===== src/rtl/idct_apx_sched.sv =====
// Run-level scheduler for the dct -> idct approximate-precision pipeline: sequences sample
// intake, tracks coefficient/pixel bursts, selects idct precision per block and bounds the drain.
module idct_apx_sched #(
  parameter int BLK_W     = 16,
  parameter int DRAIN_CYC = 16384
) (
  input  logic             clk,
  input  logic             reset,
  input  logic             go,
  input  logic             abort,
  input  logic [BLK_W-1:0] cfg_nblk,
  input  logic             cfg_apx_en,
  input  logic [BLK_W-1:0] cfg_apx_lo,
  input  logic [BLK_W-1:0] cfg_apx_hi,
  input  logic             dct_reading,
  input  logic             dct_done,
  input  logic             idct_done,
  output logic             dct_start,
  output logic             idct_racc,
  output logic             idct_rapx,
  output logic             pix_valid,
  output logic             coef_valid,
  output logic             busy,
  output logic             fin,
  output logic             timeout,
  output logic [BLK_W-1:0] blk_out
);
  localparam int            DW         = $clog2(DRAIN_CYC + 1);
  localparam logic [DW-1:0] DRAIN_LAST = DW'(DRAIN_CYC - 1);

  typedef enum logic [1:0] {IDLE, RUN, DRAIN, FIN} state_t;

  state_t           state_q, state_d;
  logic [BLK_W-1:0] nblk_q, nblk_d;
  logic [BLK_W-1:0] apx_lo_q, apx_lo_d;
  logic [BLK_W-1:0] apx_hi_q, apx_hi_d;
  logic             apx_en_q, apx_en_d;
  logic [5:0]       in_cnt_q, in_cnt_d;
  logic [BLK_W-1:0] blk_in_q, blk_in_d;
  logic [BLK_W-1:0] blk_coef_q, blk_coef_d;
  logic [BLK_W-1:0] blk_out_q, blk_out_d;
  logic [6:0]       coef_cnt_q, coef_cnt_d;
  logic [6:0]       pix_cnt_q, pix_cnt_d;
  logic [DW-1:0]    drain_cnt_q, drain_cnt_d;
  logic             rapx_q, rapx_d;
  logic             timeout_q, timeout_d;
  logic             dct_start_q, racc_q, busy_q, fin_q;

  logic             track, coef_edge, pix_last;

  // Burst length counter: clears outside a burst, saturates at 64.
  function automatic logic [6:0] sat_burst(input logic hit, input logic [6:0] cnt);
    if (!hit)              sat_burst = 7'd0;
    else if (cnt == 7'd64) sat_burst = cnt;
    else                   sat_burst = cnt + 7'd1;
  endfunction

  function automatic logic in_window(input logic en, input logic [BLK_W-1:0] lo,
                                     input logic [BLK_W-1:0] hi, input logic [BLK_W-1:0] k);
    in_window = en && (k >= lo) && (k < hi);
  endfunction

  assign track      = (state_q == RUN) || (state_q == DRAIN);
  assign coef_valid = track && dct_done && (coef_cnt_q < 7'd64);
  assign pix_valid  = track && idct_done && (pix_cnt_q < 7'd64);
  assign coef_edge  = track && dct_done && (coef_cnt_q == 7'd0);
  assign pix_last   = pix_valid && (pix_cnt_q == 7'd63);

  always_comb begin
    state_d     = state_q;
    nblk_d      = nblk_q;
    apx_lo_d    = apx_lo_q;
    apx_hi_d    = apx_hi_q;
    apx_en_d    = apx_en_q;
    in_cnt_d    = in_cnt_q;
    blk_in_d    = blk_in_q;
    blk_coef_d  = blk_coef_q;
    blk_out_d   = blk_out_q;
    drain_cnt_d = drain_cnt_q;
    rapx_d      = rapx_q;
    timeout_d   = timeout_q;
    coef_cnt_d  = sat_burst(track && dct_done, coef_cnt_q);
    pix_cnt_d   = sat_burst(track && idct_done, pix_cnt_q);

    // Precision is chosen from the pre-increment block index at the burst's first cycle.
    if (coef_edge) begin
      rapx_d = in_window(apx_en_q, apx_lo_q, apx_hi_q, blk_coef_q);
      if (blk_coef_q < nblk_q) blk_coef_d = blk_coef_q + 1'b1;
    end
    if (pix_last && (blk_out_q < nblk_q)) blk_out_d = blk_out_q + 1'b1;

    case (state_q)
      IDLE: begin
        if (go && (cfg_nblk != '0)) begin
          state_d     = RUN;
          nblk_d      = cfg_nblk;
          apx_en_d    = cfg_apx_en;
          apx_lo_d    = cfg_apx_lo;
          apx_hi_d    = cfg_apx_hi;
          in_cnt_d    = '0;
          blk_in_d    = '0;
          blk_coef_d  = '0;
          blk_out_d   = '0;
          drain_cnt_d = '0;
          timeout_d   = 1'b0;
        end
      end
      RUN: begin
        if (dct_reading) begin
          in_cnt_d = in_cnt_q + 6'd1;
          if (in_cnt_q == 6'd63) begin
            if (blk_in_q < nblk_q) blk_in_d = blk_in_q + 1'b1;
            if (blk_in_q == nblk_q - 1'b1) state_d = DRAIN;
          end
        end
      end
      DRAIN: begin
        drain_cnt_d = drain_cnt_q + 1'b1;
        if (blk_out_q == nblk_q) begin
          state_d = FIN;
        end else if (drain_cnt_q == DRAIN_LAST) begin
          timeout_d = 1'b1;
          state_d   = FIN;
        end
      end
      default: state_d = IDLE;
    endcase

    // Abort wins over everything; completed-block count and timeout survive it.
    if (abort) begin
      state_d     = IDLE;
      in_cnt_d    = '0;
      blk_in_d    = '0;
      blk_coef_d  = '0;
      coef_cnt_d  = '0;
      pix_cnt_d   = '0;
      drain_cnt_d = '0;
      blk_out_d   = blk_out_q;
      timeout_d   = timeout_q;
    end
    if ((state_d != RUN) && (state_d != DRAIN)) rapx_d = 1'b0;
  end

  always_ff @(posedge clk or posedge reset) begin
    if (reset) begin
      state_q     <= IDLE;
      nblk_q      <= '0;
      apx_lo_q    <= '0;
      apx_hi_q    <= '0;
      apx_en_q    <= 1'b0;
      in_cnt_q    <= '0;
      blk_in_q    <= '0;
      blk_coef_q  <= '0;
      blk_out_q   <= '0;
      coef_cnt_q  <= '0;
      pix_cnt_q   <= '0;
      drain_cnt_q <= '0;
      rapx_q      <= 1'b0;
      timeout_q   <= 1'b0;
      dct_start_q <= 1'b0;
      racc_q      <= 1'b1;
      busy_q      <= 1'b0;
      fin_q       <= 1'b0;
    end else begin
      state_q     <= state_d;
      nblk_q      <= nblk_d;
      apx_lo_q    <= apx_lo_d;
      apx_hi_q    <= apx_hi_d;
      apx_en_q    <= apx_en_d;
      in_cnt_q    <= in_cnt_d;
      blk_in_q    <= blk_in_d;
      blk_coef_q  <= blk_coef_d;
      blk_out_q   <= blk_out_d;
      coef_cnt_q  <= coef_cnt_d;
      pix_cnt_q   <= pix_cnt_d;
      drain_cnt_q <= drain_cnt_d;
      rapx_q      <= rapx_d;
      timeout_q   <= timeout_d;
      dct_start_q <= (state_d == RUN);
      racc_q      <= (state_d == IDLE);
      busy_q      <= (state_d == RUN) || (state_d == DRAIN);
      fin_q       <= (state_d == FIN);
    end
  end

  assign dct_start = dct_start_q;
  assign idct_racc = racc_q;
  assign idct_rapx = rapx_q;
  assign busy      = busy_q;
  assign fin       = fin_q;
  assign timeout   = timeout_q;
  assign blk_out   = blk_out_q;
endmodule

===== config.mk =====
export PLATFORM = sky130hd
export DESIGN_NAME = idct_apx_sched
export DESIGN_NICKNAME = d
export VERILOG_FILES = /design/src/rtl/idct_apx_sched.sv
export SDC_FILE = /design/constraint.sdc
export NUM_CORES = 1
export LEC_CHECK = 0
export BUFFER_PORTS_ARGS = -buffer_cell sky130_fd_sc_hd__buf_2
export CAP_MARGIN = 5
export CORE_ASPECT_RATIO = 1.2
export CORE_MARGIN = 4
export CORE_UTILIZATION = 58
export DETAILED_ROUTE_END_ITERATION = 16
export HOLD_SLACK_MARGIN = 0.05
export MAX_ROUTING_LAYER = met4
export PLACE_DENSITY = 0.86
export SKIP_CTS_REPAIR_TIMING = 1
export SLEW_MARGIN = 20
export SYNTH_ARGS = -nofsm -noshare
export SYNTH_HDL_FRONTEND = slang
export SYNTH_SLANG_ARGS = --single-unit
export TNS_END_PERCENT = 10

===== constraint.sdc =====
create_clock -name clk -period 12.4 [get_ports clk]
set_input_delay 2.48 -clock clk [delete_from_list [all_inputs] [get_ports clk]]
set_output_delay 2.48 -clock clk [all_outputs]
set_load 0.02 [all_outputs]

-- Word level (Yosys, flattened, before mapping)
Cells that the tools add are included.
- register bits: 140
- logic and storage cells: 124
- bits of input ports: 56
- muxes and demuxes: 41
- reductions and logical operators: 26
- $add $sub $neg: 8
- bitwise operators: 1
- order comparisons: 7
- eq/ne operators: 23
- operators with widths (operator ; count):
    $mux W16 ; 13
    $lt A16 B16 Y1 ; 4
    $add A16 B1 Y16 const B ; 3
    $mux W7 ; 6
    $eq A16 B16 Y1 ; 2
    $pmux W16 S2 ; 1
    $mux W15 ; 2
    $pmux W15 S2 ; 1
    $mux W6 ; 3
    $ge A16 B16 Y1 ; 1
    $reduce_bool A16 Y1 ; 1
    $sub A16 B1 Y16 const B ; 1
    $add A15 B1 Y15 const B ; 1
    $eq A15 B14 Y1 const B ; 1
    $add A7 B1 Y7 const B ; 2
    $eq A7 B7 Y1 const B ; 2
    $lt A7 B7 Y1 const B ; 2
    $mux W2 ; 7
    $ne A3 B3 Y1 const B ; 4
    $pmux W6 S2 ; 1
    $logic_and A1 B1 Y1 ; 11
    $reduce_and A5 Y1 ; 2
    $eq A7 B6 Y1 const B ; 1
    $logic_not A7 Y1 ; 1
    other kinds (17) ; 33

-- Longest topological paths before layout
Gate-level depths: netlist (run 1).
- depth after elaboration: 10
- depth in mapped cells: 14
- mapped depth without buffers: 13

-- Worst setup path after synthesis (run 1)
OpenSTA, ideal clock, no wires.
- path type: in2out
- start: in dct_done
- end: out coef_valid
- slack: 7.165 ns
- data arrival time: 2.755 ns
- stages: 1
- buffers on the path: 0
- cells stage by stage: and3b_1
- word-level cells in the longest chain between the ends: 2
- RTL lines (element ; line ; source):
    start: declaration ; 16 ; input logic dct_done,
    $logic_and A1 B1 Y1 (2 in a row) ; 64 ; assign coef_valid = track && dct_done && (coef_cnt_q < 7'd64);
    end: declaration ; 22 ; output logic coef_valid,
Every way passes these cells.

-- Worst setup path after layout (run 1)
- start: in cfg_nblk[11]
- end: reg blk_in_q[14]
- word-level cells in the longest chain between the ends: 4
- RTL lines (element ; line ; source):
    start: declaration ; 11 ; input logic [BLK_W-1:0] cfg_nblk,
    $reduce_bool A16 Y1 ; 94 ; if (go && (cfg_nblk != '0)) begin
    $logic_and A1 B1 Y1 ; 94 ;
    $ne A3 B3 Y1 (no source line) ; - ;
    $reduce_and A5 Y1 (no source line) ; - ;
    end signal: assignment ; 171 ; blk_in_q <= blk_in_d;
    end: declaration ; 39 ; logic [BLK_W-1:0] blk_in_q, blk_in_d;
Every way passes these cells.
A chain may end at the register's enable or synchronous reset.

==> impl_metrics.ini, run 1 <==
[die]
rows = 49
boundaryPins = 80
floorplan.initialDensity_pct = 59.6
dieWidth_microns = 122
die_height_microns = 145
die_area_sq_um = 17600
fp.coreArea_sq_um = 15100

[cts]
cts.sink_count = 140
clock-root-buffer = sky130_fd_sc_hd__clkbuf_16
tritoncts_clock_tree = built
cts-root-to-sink-buffers = 2
cts.clk_slew.worst_paths_ns = 0.06
latest_clock_arrival_within_the_worst_skew_pair_ns = 0.43
ctsHtreeMaxLevel = 4
cts_made_buffers = 17

[synth]
synth_most_common_cell = sky130_fd_sc_hd__dfrtp_1
number_of_enable_flip_flop_cells_after_synthesis = 0
synth-main-ff-cell = sky130_fd_sc_hd__dfrtp_1
synth-seq-cells = 140
syn-cell-area_sq_um = 9020
yosysWarnings = 0
synth.lib_cells_used.distinct = 72
synth_top_cells_by_count = sky130_fd_sc_hd__dfrtp_1 (139), sky130_fd_sc_hd__nand2_1 (118), sky130_fd_sc_hd__ha_1 (96), sky130_fd_sc_hd__inv_1 (76), sky130_fd_sc_hd__o21ai_0 (75)
synth.top_cells.by_area = sky130_fd_sc_hd__dfrtp_1 (39%), sky130_fd_sc_hd__ha_1 (13%), sky130_fd_sc_hd__nand2_1 (4.9%), sky130_fd_sc_hd__o21ai_0 (4.2%), sky130_fd_sc_hd__inv_1 (3.2%)
netlist.area_leader.share_pct = 38.6
synthArstFlopShare_pct = 100
syn_nets = 1144
seq_area_frac_synth_pct = 38.8
netlist.top_cell.by_area = sky130_fd_sc_hd__dfrtp_1
netlist_instances = 992
synth_area_per_cell_sq_um = 9.09

[worst_hold_path]
min-delay-path-class = register to register

[setup_path]
setup.reg_to_reg.worst_slack_ns = 8.13
critical_path_class = input pin to register
crit_path_end_kind = register
cp_max_fo = 106
cp_data_required_time_ns = 12.71
cp_data_arrival_time_ns = 5.87
timing.critical_path.from_type = input pin

[power_and_ir_drop]
power_total_uw = 1250
power.ir.vdd_worst_mv = 0.104
powerDensity_nw_per_um2 = 123
cellLeakagePower_uw = 0.00490

[drt]
drtPass1Iterations = 5
vias = 7799
route.detailed.drc = 0
vias_per_cell = 6.11
route.detailed.wl_per_inst_microns = 17.8
route.final.wire_length_mm = 22.8
detail-route-antenna-nets = 0
dr.first_iter.drc_count = 611

[final_layout]
multiInputGateArea_sq_um = 5110
layout.nets = 1211
post_route_cells_drive_above_1_share_pct = 13.0
final_cell_count_no_fill = 1276
area_delta_synth_final_pct = 12.6
layout.area.seq_sq_um = 3500
nFillCells = 1168
total_non_filler_cell_area_in_the_finished_layout_sq_um = 10200
diodes = 0

[global_route]
wire_length_of_the_first_global_routing_pass_mm = 38.0
grt_start_max_net_pins = 107
number_of_global_route_vias_before_repair = 7716
grt_overflow_total = 0
grt_antenna_before_repair = 0
grt_util_all_layers_pct = 28.3

[timing]
tightestPinTransition_ns = 1.08
totalNegativeSetupSlack_ns = 0
setup_viol = 0
finalClockSkew_ns = 0.00755
timing.final.hold_violations = 0
max-slew-margin-rel_pct = 27.0
final_max_slew_violation_count = 0
finalWorstPathRequiredPeriod_ns = 5.56
timing.final.crit_share_pct = 44.9
fmax_mhz = 180
finalHoldWorstSlack_ns = 0.498
grt_setup_unrepaired = no

[placement]
place.detailed.hpwl_mm = 16.3
post_dp_cell_area_sq_um = 9580
placed_cells_incl_taps = 1244
buffer_ports.inserted = 79
rd_place_congestion = 0.921

[job]
cap_violations = 0

[status]
run_status = finished, final reports clean
[kinds of logic after synthesis]
kind of cell	count (synthesis)	share of synthesized area [%]
and+or+nand+nor	372	21.5
AOI/OAI and AO/OA	211	15.2
DFF	140	38.8
buffers and inverters	110	4.73
adders and majority gates	96	13.3
xor gates and xnor gates	52	5.05
muxes	11	1.29
[per-stage QoR]
stage | utilization (%) | worst slack [ns]
after floorplan | - | 6.17
after global placement | 63.2 | 6.60
after detailed placement | 63.2 | 6.53
after CTS | 67.0 | 6.95
after global routing | 67.1 | 6.54
final | 67.1 | 6.84
[cells in the final DEF, fill, tap and decap left out, types with 25 or more instances in the layout]
master                    instances
sky130_fd_sc_hd__xnor2_1         31
sky130_fd_sc_hd__o21ai_0         75
sky130_fd_sc_hd__dfrtp_1        139
sky130_fd_sc_hd__inv_1           75
sky130_fd_sc_hd__nand3_1         31
sky130_fd_sc_hd__nand2_1        118
sky130_fd_sc_hd__ha_1            96
sky130_fd_sc_hd__buf_2           79
sky130_fd_sc_hd__a21oi_1         36
sky130_fd_sc_hd__nor2_1          73
sky130_fd_sc_hd__a21o_1          26
sky130_fd_sc_hd__nand4_1         25
[area by class of cell]
type	count	share of cell area (%)
Multi-Input combinational cell	742	50.3
Sequential cell	140	34.5
Inverter	76	2.86
Clock inverter	13	1.42
Clock buffer	19	4.26
Timing Repair Buffer	82	4.15
Tap cell	204	2.51
[report_power, final]
group          internal (uW)  leakage, uW  switching, uW  total (uW)
registers                490      0.00186           28.2         519
logic                   83.0      0.00277            151         234
clock network            297     0.000270            204         501
total                    870      0.00490            383        1250
[state kept, by name, summed over array words and instances, names as in the netlist]
name	count
idct_rapx	1
drain_cnt_q	15
blk_out	16
blk_in_q	16
apx_en_q	1
dct_start	1
pix_cnt_q	7
nblk_q	16
coef_cnt_q	7
apx_lo_q	16
idct_racc	1
blk_coef_q	16
timeout	1
apx_hi_q	16
fin	1
in_cnt_q	6
state_q	2
busy	1
[critical path, cell delays in order]
cell and delay [ns]:
sky130_fd_sc_hd__buf_2 0.11, sky130_fd_sc_hd__nor4_1 0.92, sky130_fd_sc_hd__a41oi_4 0.20, sky130_fd_sc_hd__buf_4 0.40, sky130_fd_sc_hd__a211oi_2 0.89, sky130_fd_sc_hd__or2_1 0.49
sky130_fd_sc_hd__nor4_1 0.10, sky130_fd_sc_hd__o21bai_1 0.19
[worst paths after layout]
check	cells past startpoint	end	start
worst max-delay path	8	blk_in_q[14]	cfg_nblk[11]
min in group asynchronous	2	blk_out[12]	reset
worst min register to register	1	drain_cnt_q[9]	drain_cnt_q[9]
worst max register to register	11	idct_rapx	nblk_q[1]
worst min-delay path	1	drain_cnt_q[9]	drain_cnt_q[9]
max in group asynchronous	3	apx_lo_q[15]	reset
[metal layers]
layer	global-route usage [%]	vias to the layer above	routed length, microns
li1	-	3696	-
met1	32.8	3766	9130
met2	46.7	258	11400
met3	5.71	79	1270
met4	14.6	0	1020
met5	-	-	0
No activity file was read; power rests on OpenSTA's default activity.
==> run 2: changes to the inputs <==
==> constraint.sdc (replaced) <==
create_clock -name clk -period 5.45 [get_ports clk]
set_input_delay 1.09 -clock clk [delete_from_list [all_inputs] [get_ports clk]]
set_output_delay 1.09 -clock clk [all_outputs]
set_load 0.02 [all_outputs]
==> impl_metrics.ini, run 2 (synthesized netlist as in run 1, its figures left out) <==
[timing]
tightestPinTransition_ns = 0.961
timing.final.hold_violations = 0
fmax_mhz = 251
finalClockSkew_ns = 0.00891
finalWorstPathRequiredPeriod_ns = 3.98
timing.final.crit_share_pct = 73.0
max-slew-margin-rel_pct = 35.9
totalNegativeSetupSlack_ns = 0
setup_viol = 0
grt_setup_unrepaired = no
final_max_slew_violation_count = 0

[cts]
tritoncts_clock_tree = built
ctsHtreeMaxLevel = 4
cts.sink_count = 140
cts-root-to-sink-buffers = 2
cts_made_buffers = 17
clock-root-buffer = sky130_fd_sc_hd__clkbuf_16
cts.clk_slew.worst_paths_ns = 0.06
latest_clock_arrival_within_the_worst_skew_pair_ns = 0.43

[die]
dieWidth_microns = 122
boundaryPins = 80
fp.coreArea_sq_um = 15100
die_height_microns = 145
floorplan.initialDensity_pct = 59.6
rows = 49
die_area_sq_um = 17600

[setup_path]
setup.reg_to_reg.worst_slack_ns = 1.47
crit_path_end_kind = register
worstReg2RegStart = nblk_q[1]
critPathMaxStageDelay_ns = 0.63
slowest_cell_on_crit_path = sky130_fd_sc_hd__or4_2
timing.critical_path.from_type = register
reg2reg_to = idct_rapx
cp_data_required_time_ns = 5.82
cp_data_arrival_time_ns = 4.35
cp_common_cell = sky130_fd_sc_hd__ha_1
reg2reg_depth = 11
cp_max_fo = 7
critical_path_class = register to register
path_cells = inv_1 -> ha_1 -> or3b_1 -> or4_2 -> o21ai_0 -> o2111ai_2 -> a211o_1 -> ha_1 -> nand2_1 -> a2111oi_0 -> a31o_2

[final_layout]
nFillCells = 1159
layout.nets = 1213
layout.cells.most_common = sky130_fd_sc_hd__dfrtp_1
layout.area.seq_sq_um = 3500
final_cell_mix = sky130_fd_sc_hd__dfrtp_1 (139), sky130_fd_sc_hd__nand2_1 (118), sky130_fd_sc_hd__ha_1 (96)
area_delta_synth_final_pct = 12.3
post_route_cells_drive_above_1_share_pct = 12.8
total_non_filler_cell_area_in_the_finished_layout_sq_um = 10100
diodes = 0
multiInputGateArea_sq_um = 5110

[status]
run_status = finished, final reports clean

[global_route]
grt_util_all_layers_pct = 27.1
wire_length_of_the_first_global_routing_pass_mm = 36.5
grt_overflow_total = 0
grt_start_max_net_pins = 109
grt_antenna_before_repair = 0
number_of_global_route_vias_before_repair = 7556

[placement]
place.detailed.hpwl_mm = 16.3
post_dp_cell_area_sq_um = 9590
rd_place_congestion = 0.910
buffer_ports.inserted = 79

[worst_hold_path]
min-delay-path-class = register to register
worstHoldEndpoint = apx_hi_q[0]
holdPathStages = 1
worst_hold_startpoint = apx_hi_q[0]

[job]
cap_violations = 0

[drt]
route.detailed.drc = 0
detail-route-antenna-nets = 0
drtPass1Iterations = 5
vias = 7746
route.final.wire_length_mm = 22.3
dr.first_iter.drc_count = 571
route.top_layer_used = met4
wl_met2_mm = 10.9
route.met3.wl_mm = 1.35
met1_length_mm = 8.98
vias_per_cell = 6.06
route.detailed.wl_per_inst_microns = 17.4

[power_and_ir_drop]
power.ir.vdd_worst_mv = 0.243
powerDensity_nw_per_um2 = 276
cellLeakagePower_uw = 0.00491
run 2: cell count changes in the layout (fill, tap and decap cells not counted), sizes merged:
| cell | previous run | this run |
|---|---|---|
| bufinv | 2 | 1 |
| clkinvlp | 4 | 1 |
| buf | 82 | 84 |
| clkbuf | 19 | 24 |
| inv | 78 | 77 |
run 2: report_power, final:
group	internal (uW)	leakage [uW]	switching [uW]
Combinational	189	0.00278	342
Clock	648	0.000268	433
Sequential	1120	0.00186	63.9
Total	1950	0.00491	840
run 2: worst max-delay path by stage:
stage,from,endpoint,slack [ns],cells past startpoint
finish,nblk_q[1],idct_rapx,1.47,11
global route,nblk_q[1],idct_rapx,1.32,11
CTS,nblk_q[1],idct_rapx,1.51,11
detailed placement,cfg_nblk[6],idct_rapx,1.37,10
global placement,cfg_nblk[6],idct_rapx,1.47,10
floorplan,reset,apx_en_q,0.61,1
run 2: routing by layer:
layer  vias up  GRT usage (%)
li1       3711              -
met1      3679           31.4
met2       270           44.4
met3        86           5.28
met4         0           14.7
met5         -              -
run 2: stage by stage:
step | setup WS, ns | cells | util [%] | hold slack (ns) | total power (uW)
floorplan | 0.609 | 992 | - | 0.458 | 1560
global placement | 1.47 | 1246 | 63.3 | 0.474 | 1690
detailed placement | 1.37 | 1246 | 63.3 | 0.498 | 1720
CTS | 1.51 | 1278 | 66.9 | 0.509 | 2800
global route | 1.32 | 1278 | 66.9 | 0.524 | 2920
finish | 1.47 | 1278 | 66.9 | 0.504 | 2790
run 2: layout make-up:
class	instances	area share [%]
sequential	140	34.6
clock inverter	8	0.704
tap	204	2.52
multi-input combinational	742	50.4
timing repair buffer	84	4.27
clock buffer	24	4.65
inverter	76	2.86
run 2: worst max-delay path: cells and delay by family (launching register included):
| family | cells | cell delay [ns] |
|---|---|---|
| flops | 1 | 0.40 |
| buf+inv | 1 | 0.19 |
| simple gates | 3 | 1.18 |
| fa+ha+maj | 2 | 0.58 |
| compound gates | 5 | 1.57 |
==> run 3: changes to the inputs <==
--- a/config.mk
+++ b/config.mk
@@ -5,15 +5,16 @@
 export SDC_FILE = /design/constraint.sdc
 export NUM_CORES = 1
 export LEC_CHECK = 0
+export ABC_AREA = 1
 export BUFFER_PORTS_ARGS = -buffer_cell sky130_fd_sc_hd__buf_2
 export CAP_MARGIN = 5
 export CORE_ASPECT_RATIO = 1.2
 export CORE_MARGIN = 4
-export CORE_UTILIZATION = 58
+export CORE_UTILIZATION = 55
 export DETAILED_ROUTE_END_ITERATION = 16
 export HOLD_SLACK_MARGIN = 0.05
 export MAX_ROUTING_LAYER = met4
-export PLACE_DENSITY = 0.86
+export PLACE_DENSITY = 0.85
 export SKIP_CTS_REPAIR_TIMING = 1
 export SLEW_MARGIN = 20
 export SYNTH_ARGS = -nofsm -noshare
==> constraint.sdc (replaced) <==
create_clock -name clk -period 3.35 [get_ports clk]
set_input_delay 0.67 -clock clk [delete_from_list [all_inputs] [get_ports clk]]
set_output_delay 0.67 -clock clk [all_outputs]
set_load 0.02 [all_outputs]
==> impl_metrics.ini, run 3 <==
[status]
run_status = finished, final reports clean

[power_and_ir_drop]
powerDensity_nw_per_um2 = 425
net-switching-power_uw = 1380
power.share.combinational_pct = 17.7
power.ir.vdd_worst_mv = 0.386
p_sw_share_pct = 29.3
cellLeakagePower_uw = 0.00540
relative_contribution_of_the_clock_network_to_total_power_pct = 42.3
power.sequential.fraction_pct = 39.9
intPower_uw = 3310

[timing]
layout_setup_ws_ns = 0.658
tightestPinTransition_ns = 0.836
timing.final.crit_share_pct = 80.4
final_max_slew_violation_count = 0
grt_setup_unrepaired = no
totalNegativeSetupSlack_ns = 0
finalWorstPathRequiredPeriod_ns = 2.69
timing.final.hold_violations = 0
max-slew-margin-rel_pct = 44.2
fmax_mhz = 371
finalHoldWorstSlack_ns = 0.392
finalClockSkew_ns = 0.00798
setup_viol = 0

[setup_path]
cp_data_required_time_ns = 3.71
cp_common_cell = sky130_fd_sc_hd__nand2_1
crit_family = simple AND/OR/NAND/NOR gates
timing.critical_path.buf_inv = 1
cp_data_arrival_time_ns = 3.05
path_cells = inv_2 -> ha_1 -> nand2_1 -> nor2_2 -> nand4_1 -> xor2_1 -> nand2_1 -> nor2_1 -> nand2_1 -> nand2_1 -> nand2_1 -> nand2_1 -> nand2_1 -> ha_1 -> o21ai_0 -> a21oi_1
timing.critical_path.from_type = register
critical_path_class = register to register
critPathMaxStageDelay_ns = 0.45
crit_path_end_kind = register
slowest_cell_on_crit_path = sky130_fd_sc_hd__dfrtp_1
cp_max_fo = 7

[synth]
synth-main-ff-cell = sky130_fd_sc_hd__dfrtp_1
syn-cell-area_sq_um = 9810
netlist.top_cell.by_area = sky130_fd_sc_hd__dfrtp_1
yosysWarnings = 0
synthXorXnorAreaFrac_pct = 4.16
synth_adder_area_share_pct = 12.2
synth_area_per_cell_sq_um = 7.47
synth_top_family_by_area = simple AND/OR/NAND/NOR gates
synth.lib_cells_used.distinct = 45
synth_most_common_cell = sky130_fd_sc_hd__nand2_1
synth-seq-cells = 140
seq_area_frac_synth_pct = 35.7
synth_simple_gate_area_share_pct = 28.6
synthArstFlopShare_pct = 100
netlist_instances = 1314
synthesized_area_fraction_occupied_by_ao_oa_aoi_and_oai_cells_pct = 11.3
syn_nets = 1466
netlist.area_leader.share_pct = 35.4
synth.top_cells.by_area = sky130_fd_sc_hd__dfrtp_1 (35%), sky130_fd_sc_hd__ha_1 (12%), sky130_fd_sc_hd__nand2_1 (11%), sky130_fd_sc_hd__inv_1 (6.2%), sky130_fd_sc_hd__o21ai_0 (5.0%)
number_of_enable_flip_flop_cells_after_synthesis = 0
yosys-mux-area-fraction_pct = 0
synth_top_cells_by_count = sky130_fd_sc_hd__nand2_1 (298), sky130_fd_sc_hd__inv_1 (162), sky130_fd_sc_hd__dfrtp_1 (139), sky130_fd_sc_hd__nor2_1 (107), sky130_fd_sc_hd__o21ai_0 (99)

[placement]
buffer_ports.inserted = 79
dp_slack_ns = 0.353
place.detailed.hpwl_mm = 19.4
rd_place_congestion = 0.955

[die]
dieWidth_microns = 130
fp.coreArea_sq_um = 17500
boundaryPins = 80
rows = 53
die_area_sq_um = 20100
floorplan.initialDensity_pct = 56.1
die_height_microns = 154

[cts]
clock-root-buffer = sky130_fd_sc_hd__clkbuf_16
ctsHtreeMaxLevel = 4
cts-root-to-sink-buffers = 2
tritoncts_clock_tree = built
cts.clk_slew.worst_paths_ns = 0.06
cts_made_buffers = 17
latest_clock_arrival_within_the_worst_skew_pair_ns = 0.43
cts.sink_count = 140

[global_route]
number_of_global_route_vias_before_repair = 9174
grt_overflow_total = 0
grt_start_max_net_pins = 69
grt_util_all_layers_pct = 27.4
wire_length_of_the_first_global_routing_pass_mm = 43.1
grt_antenna_before_repair = 0

[final_layout]
layout.cells.most_common = sky130_fd_sc_hd__nand2_1
diodes = 0
area_delta_synth_final_pct = 12.5
final_cell_mix = sky130_fd_sc_hd__nand2_1 (298), sky130_fd_sc_hd__inv_1 (160), sky130_fd_sc_hd__dfrtp_1 (139)
nFillCells = 1523
post_route_cells_drive_above_1_share_pct = 11.1
layout.nets = 1538

[drt]
vias = 9232
drtPass1Iterations = 7
route.detailed.wl_per_inst_microns = 15.9
vias_per_cell = 5.70
route.detailed.drc = 0
detail-route-antenna-nets = 0
dr.first_iter.drc_count = 766
route.final.wire_length_mm = 25.7

[job]
cap_violations = 0

[worst_hold_path]
min-delay-path-class = input pin to async pin
==> run 3: cell types whose count changed after synthesis, sizes merged, moves of 23 or more <==
cell / delta
o21ai: +29
nor3: +30
nand2: +190
inv: +91
nand3: +69
or4: -24
a21oi: +46
a21o: -23
nor2: +42
xnor2: -26
==> run 3: final timing paths <==
path,cells after the start,to,start,slack (ns)
worst min-delay path,2,pix_cnt_q[2],reset,0.39
worst max register to register,16,idct_rapx,nblk_q[0],0.66
worst min register to register,2,in_cnt_q[1],in_cnt_q[1],0.53
min in group clk,3,apx_lo_q[0],cfg_apx_lo[0],0.43
worst max-delay path,16,idct_rapx,nblk_q[0],0.66
max in group asynchronous,3,in_cnt_q[1],reset,2.12
==> run 3: metrics by stage <==
step | utilization, % | area, sq um | instances | power, uW
floorplan | - | 9820 | 1314 | 2470
global placement | 59.5 | 10400 | 1587 | 2680
detailed placement | 59.5 | 10400 | 1587 | 2720
CTS | 63.1 | 11000 | 1619 | 4700
global route | 63.1 | 11000 | 1619 | 4920
finish | 63.1 | 11000 | 1619 | 4690
==> run 3: area by class of cell <==
type / instances / area, sq um / area share, %
clock inverter: 10 / 138 / 1.25
sequential: 140 / 3500 / 31.7
timing repair buffer: 86 / 485 / 4.40
inverter: 167 / 631 / 5.71
multi-input combinational: 974 / 5530 / 50.0
clock buffer: 22 / 484 / 4.38
tap: 220 / 275 / 2.49
==> run 3: cell families after synthesis <==
family          Yosys count
fa+ha+maj                96
xor+xnor                 45
buf+inv                 200
compound gates          206
simple gates            627
flops                   140
==> run 3: power by group through the flow <==
stage	combinational [uW]	sequential [uW]	clock, uW
after CTS	829	1870	2010
after floorplan	584	1880	0
after global placement	781	1900	0
after detailed placement	820	1900	0
final	831	1870	1980
after global routing	955	1880	2080
==> run 3: metal layers <==
| metal | global-route usage (%) | routed length (microns) | vias to the layer above |
|---|---|---|---|
| met5 | - | 0 | - |
| met4 | 13.8 | 1210 | 0 |
| met3 | 5.11 | 1890 | 92 |
| met2 | 44.7 | 12400 | 343 |
| met1 | 32.3 | 10200 | 4296 |
| li1 | - | - | 4501 |
